$ cat src/rtl/qft_phase_sequencer.sv
// QFT twiddle-phase sequencer: sweeps the N x N (j,k) grid and emits 2*pi*j*k/N wrapped to [-pi, pi).
// Optional inverse phase selection is compiled in with QFT_INVERSE_EN.
`ifndef TOTAL_WIDTH
`define TOTAL_WIDTH 8
`endif
`ifndef FRAC_WIDTH
`define FRAC_WIDTH 4
`endif

module qft_phase_sequencer #(
   parameter int N_LOG2   = 3,
   parameter int TWO_PI_Q = 101
) (
   input  logic                      clk,
   input  logic                      rst,
   input  logic                      start,
   output logic                      busy,
   output logic                      out_valid,
   input  logic                      out_ready,
   output logic [`TOTAL_WIDTH-1:0]   angle,
   output logic [N_LOG2-1:0]         row_j,
   output logic [N_LOG2-1:0]         col_k,
   output logic                      last,
   output logic                      done
`ifdef QFT_INVERSE_EN
   ,input  logic                     inv
`endif
);

   localparam int TW = `TOTAL_WIDTH;
   localparam int PW = N_LOG2 + 1 + TW;
   localparam logic [N_LOG2-1:0] IDX_MAX = {N_LOG2{1'b1}};
   localparam logic signed [PW-1:0] TWO_PI_EXT = PW'(TWO_PI_Q);

   typedef enum logic {IDLE = 1'b0, RUN = 1'b1} state_t;

   state_t              state_q, state_d;
   logic [N_LOG2-1:0]   j_q, j_d;
   logic [N_LOG2-1:0]   k_q, k_d;
   logic [N_LOG2-1:0]   idx_q, idx_d;
   logic [TW-1:0]       angle_q, angle_d;
   logic                last_q, last_d;
   logic                done_q, done_d;
   logic                inv_q, inv_d;
   logic                inv_start_s;
   logic [N_LOG2-1:0]   idx_eff_s;

`ifdef QFT_INVERSE_EN
   assign inv_start_s = inv;
`else
   assign inv_start_s = 1'b0;
`endif

   // Sign-extending the index reinterprets idx >= N/2 as idx - N, so N/2 lands on -pi.
   function automatic logic [TW-1:0] idx_to_angle(input logic [N_LOG2-1:0] ix);
      logic signed [PW-1:0] s_ext;
      logic signed [PW-1:0] prod;
      s_ext = {{(PW-N_LOG2){ix[N_LOG2-1]}}, ix};
      prod  = (s_ext * TWO_PI_EXT) >>> N_LOG2;
      return prod[TW-1:0];
   endfunction

   always_comb begin
      state_d = state_q;
      j_d     = j_q;
      k_d     = k_q;
      idx_d   = idx_q;
      inv_d   = inv_q;
      done_d  = 1'b0;
      case (state_q)
         IDLE: begin
            if (start) begin
               state_d = RUN;
               j_d     = '0;
               k_d     = '0;
               idx_d   = '0;
               inv_d   = inv_start_s;
            end
         end
         RUN: begin
            if (out_ready) begin
               if (k_q != IDX_MAX) begin
                  k_d   = k_q + 1'b1;
                  idx_d = idx_q + j_q;
               end else if (j_q != IDX_MAX) begin
                  j_d   = j_q + 1'b1;
                  k_d   = '0;
                  idx_d = '0;
               end else begin
                  state_d = IDLE;
                  done_d  = 1'b1;
               end
            end
         end
         default: state_d = IDLE;
      endcase
      // Inverse phase is the modular negation of the index.
      idx_eff_s = inv_d ? (N_LOG2'(0) - idx_d) : idx_d;
      angle_d   = idx_to_angle(idx_eff_s);
      last_d    = (state_d == RUN) && (j_d == IDX_MAX) && (k_d == IDX_MAX);
   end

   always_ff @(posedge clk) begin
      if (rst) begin
         state_q <= IDLE;
         j_q     <= '0;
         k_q     <= '0;
         idx_q   <= '0;
         inv_q   <= 1'b0;
         angle_q <= '0;
         last_q  <= 1'b0;
         done_q  <= 1'b0;
      end else begin
         state_q <= state_d;
         j_q     <= j_d;
         k_q     <= k_d;
         idx_q   <= idx_d;
         inv_q   <= inv_d;
         angle_q <= angle_d;
         last_q  <= last_d;
         done_q  <= done_d;
      end
   end

   assign busy      = (state_q == RUN);
   assign out_valid = (state_q == RUN);
   assign angle     = angle_q;
   assign row_j     = j_q;
   assign col_k     = k_q;
   assign last      = last_q;
   assign done      = done_q;

endmodule
$ cat config.mk
export PLATFORM = sky130hd
export DESIGN_NAME = qft_phase_sequencer
export DESIGN_NICKNAME = d
export VERILOG_FILES = /design/src/rtl/qft_phase_sequencer.sv
export SDC_FILE = /design/constraint.sdc
export NUM_CORES = 1
export LEC_CHECK = 0
export ABC_AREA = 1
export BUFFER_PORTS_ARGS = -buffer_cell sky130_fd_sc_hd__buf_2
export CORE_MARGIN = 5
export CORE_UTILIZATION = 50
export CTS_BUF_LIST = sky130_fd_sc_hd__clkbuf_16
export DETAILED_ROUTE_END_ITERATION = 10
export PLACE_DENSITY = 0.73
export SYNTH_ARGS = -nofsm -noshare
export SYNTH_HDL_FRONTEND = slang
export SYNTH_SLANG_ARGS = --single-unit
export TNS_END_PERCENT = 30
$ cat constraint.sdc
create_clock -name clk -period 5.3 [get_ports clk]
set_input_delay 1.59 -clock clk [delete_from_list [all_inputs] [get_ports clk]]
set_output_delay 1.59 -clock clk [all_outputs]
set_load 0.02 [all_outputs]
# After elaboration in Yosys (flattened, before gate mapping)
# Cells that the tools add are included.
# classes
n_addsub	4
n_mul	1
eq_ne	4
muxes	24
bitwise_logic	2
n_reduce_logical	3
# op_table
op	count
two-way mux 3 bit	13
one-hot mux 3 bit (2 select lines)	3
multiplier 3 x 8 -> 11 bit (second input constant)	1
two-way mux 1 bit	7
adder 3 x 1 -> 3 bit (second input constant)	2
== test 3 bit (second input constant)	2
inequality test 3 bit (second input constant)	2
OR reduction 4 bit	1
adder 3 bit	1
subtractor 1 x 3 -> 3 bit (first input constant)	1
logical AND 1 bit	2
NOT 1 bit	2
one-hot mux 1 bit (2 select lines)	1
# totals
regBits	21
inputBits	4
out_inout_bits	18

# Logic depth before layout (Yosys ltp)
# depth
word_depth	8
depth_mapped	24

# Worst setup path before layout
# No wires, ideal clock.
# synth_path
kind	input port to flip-flop
from	input out_ready
to	register angle_q[7] (netlist: angle[7])
setup_time_ns	0.115
arrival_ns	4.180
required_ns	5.185
slack_ns	1.005
cell_stages	15
cell_sequence	nand2_1 -> nor2_4 -> inv_1 -> o22ai_2 -> inv_1 -> ha_1 -> nor2_1 -> a21oi_1 -> fa_1 -> ha_1 -> ha_1 -> a21oi_1 -> nor2_1 -> a21oi_1 -> nor2_1
# synth_via
elab_chain_len	5
# synth_rtl
item	line_no	source
start: declaration	19	input logic out_ready,
two-way mux 3 bit (*)	81	if (out_ready) begin
one-hot mux 3 bit (2 select lines) (*)	70	case (state_q)
net idx_d[0]	40	logic [N_LOG2-1:0] idx_q, idx_d;
subtractor 1 x 3 -> 3 bit	98	idx_eff_s = inv_d ? (N_LOG2'(0) - idx_d) : idx_d;
two-way mux 3 bit (*)	98	
multiplier 3 x 8 -> 11 bit (*)	59	prod = (s_ext * TWO_PI_EXT) >>> N_LOG2;
end signal: assignment	119	angle_q <= angle_d;
end: declaration	41	logic [TW-1:0] angle_q, angle_d;
# Mark *: on every way through the listed nets, which the timed path passes. The rest lies on a longest branch.
# A chain may end at the register's enable or synchronous reset.

# Worst setup path after layout
# Ends and elaborated chain as after synthesis.

==> results.toml <==
[status]
status = "finished, final reports clean"

[synth]
synthTopCellsByArea = "dfxtp_1, ha_1, inv_1, nand2_1, nor2_1"
synth-main-ff-cell = "dfxtp_1"
synth_cells = 157
netlist_area_um2 = 1191
ys_types = 23
ys_ff_latch = 21
yosys_warnings = 0
synth.avg_cell_area_um2 = 7.587
synthesis.nets = 176
synth.most_common_cell = "inv_1"
seq_area_frac_synth_pct = 35.29
synth_top_cell_by_area = "dfxtp_1"
synth_common_cells = "inv_1, nand2_1, nor2_1"
synth-edff-count = 0
yosysTopAreaCellShare_pct = 35.29
async_reset_ff_share_pct = 0

[sta]
postLayoutSetupSlackWorst_ns = 0.8080
max_freq_mhz = 222.6
min_period_ns = 4.492
fin_skew_ns = 0.002323
rsz0062_at_grt = "false"
setup_viol = 0
relSlewSlack_pct = 63.39
hold_violations = 0
final.setup.tns_ns = 0
tightest_slew_ns = 0.5491
timing.final.crit_share_pct = 84.76
drv_slew = 0

[cells_and_area]
fillCellCount = 194
fin_cells = 208
nets = 200
diodes = 0
area_growth_pct = 17.44
layout-drive-gt1-share_pct = 20.56

[setup_path]
path_class = "input port to flop"
r2r-start = "col_k[0]"
critical_path.startpoint = "out_ready"
startpoint_type = "input port"
r2r_setup_slack_ns = 1.43
worstPathArrival_ns = 4.64
endpoint_kind = "flop"
crit_fanout = 4
r2r-end = "angle[7]"
ff2ff_path_depth = 18
crit_end = "angle[7]"
cp.required_ns = 5.45

[placement]
io_buffers = 21
dp_hpwl_um = 1852
pre_cts_ws_ns = 0.5448
placedCellCount = 204
gp_congestion = 0.8192

[detailed_routing]
vias = 1048
drtIter0Drc = 39
drc = 0
drtPass1Iterations = 4
drt.antenna.violating_nets = 0
wire_per_inst_um = 11.58
routed_wl_um = 2408
vias_per_cell = 5.038

[grt]
grt_usage_pct = 16.24
grt_overflow = 0
antenna_found_initial = 0
grt_pass1_wl_um = 4422
grt_max_degree = 15
grt_pass1_vias = 1057

[job]
cap_violations = 0

[clocking]
path_clk_slew_ns = 0.06
htreeDepth = 1
cts_setup_buffers = 0
clock_latency_ns = 0.25
ctsHoldBuffers = 0
cts-root-buf = "clkbuf_16"
cts_tree = "built"
postCtsResizedCells = 0
clock-sinks = 21
cts_buffer_depth = 2
cts_buffers = 3

[floorplanning]
num_rows = 17
core-area_um2 = 2233
die_area_um2 = 3459
die_y_um = 58.81
die_w_um = 58.81
initial_core_util_pct = 53.33
io_pins = 22

[power]
p_leak_nw = 0.7017
power_density_nw_per_um2 = 259.7
ir_drop_uv = 201.0

[worst_hold_path]
holdCritPathClass = "flop to flop"
-- cell type report --
type                       instances  area [µm²]  area share, %
multi-input combinational        105       650.6          46.51
clock buffer                       3       75.07          5.367
sequential                        21       420.4          30.05
timing repair buffer              21       105.1          7.513
clock inverter                     1       3.754         0.2683
inverter                          29       108.9          7.782
tap                               28       35.03          2.504
-- logic make-up (layout without fill, tap and decap cells) --
kind of cell | count (synthesis) | after routing | share of synthesized area [%]
simple gates | 65 | 65 | 24.89
buf+inv | 31 | 54 | 10.08
compound gates | 25 | 25 | 12.08
flops | 21 | 21 | 35.29
fa+ha+maj | 15 | 15 | 17.65
-- sequential cells by signal, indices dropped and copies added (netlist names) --
register  count
inv_q         1
col_k         3
row_j         3
busy          1
angle         8
last          1
done          1
idx_q         3
-- worst min path at each step --
stage / from / to / slack [ns] / cells after the start
2_1_floorplan: inv_q / inv_q / 0.47 / 2
3_3_place_gp: inv_q / inv_q / 0.48 / 2
6_report: inv_q / inv_q / 0.50 / 2
4_1_cts: inv_q / inv_q / 0.50 / 2
3_5_place_dp: inv_q / inv_q / 0.49 / 2
5_1_grt: inv_q / inv_q / 0.52 / 2
-- cells in the final DEF (no fill, tap or decap), drive strengths merged, types with 10 or more instances in the layout --
master  count
dfxtp      21
nand3      10
inv        30
buf        21
nand2      26
o21ai      13
ha         12
nor2       26
a21oi      11
-- report_power, final --
group | internal (W) | switching (W) | leakage (nW)
registers | 0.000162 | 0.00000327 | 0.170
logic | 0.0000125 | 0.0000277 | 0.489
clock network | 0.000101 | 0.0000570 | 0.0423
total | 0.000275 | 0.0000880 | 0.702
-- worst max-delay path, cell delays in order --
cell	delay, ns
buf_2	0.12
nand2_1	0.10
nor2_4	0.14
inv_1	0.09
o22ai_2	0.22
inv_1	0.09
ha_1	0.28
nor2_1	0.04
a21oi_1	0.43
fa_1	0.51
ha_1	0.21
ha_1	0.32
a21oi_1	0.24
nor2_1	0.08
a21oi_1	0.12
nor2_1	0.05
-- per-layer routing --
layer | global-route usage, % | wire length (µm)
met1 | 21.09 | 1107
met4 | 7.443 | 38
met2 | 25.55 | 1103
met3 | 3.509 | 160
met5 | 0 | 0
-- metrics by stage --
step	util (%)	hold WS [ns]	total power [W]	cell area [µm²]
floorplan	-	0.4722	0.0001986	1191
global placement	59.10	0.4829	0.0002082	1320
detailed placement	59.10	0.4919	0.0002091	1320
CTS	62.63	0.4998	0.0003674	1399
global route	62.63	0.5218	0.0003806	1399
finish	62.63	0.4951	0.0003633	1399
Note: power is estimated with default switching activity, not from simulation.
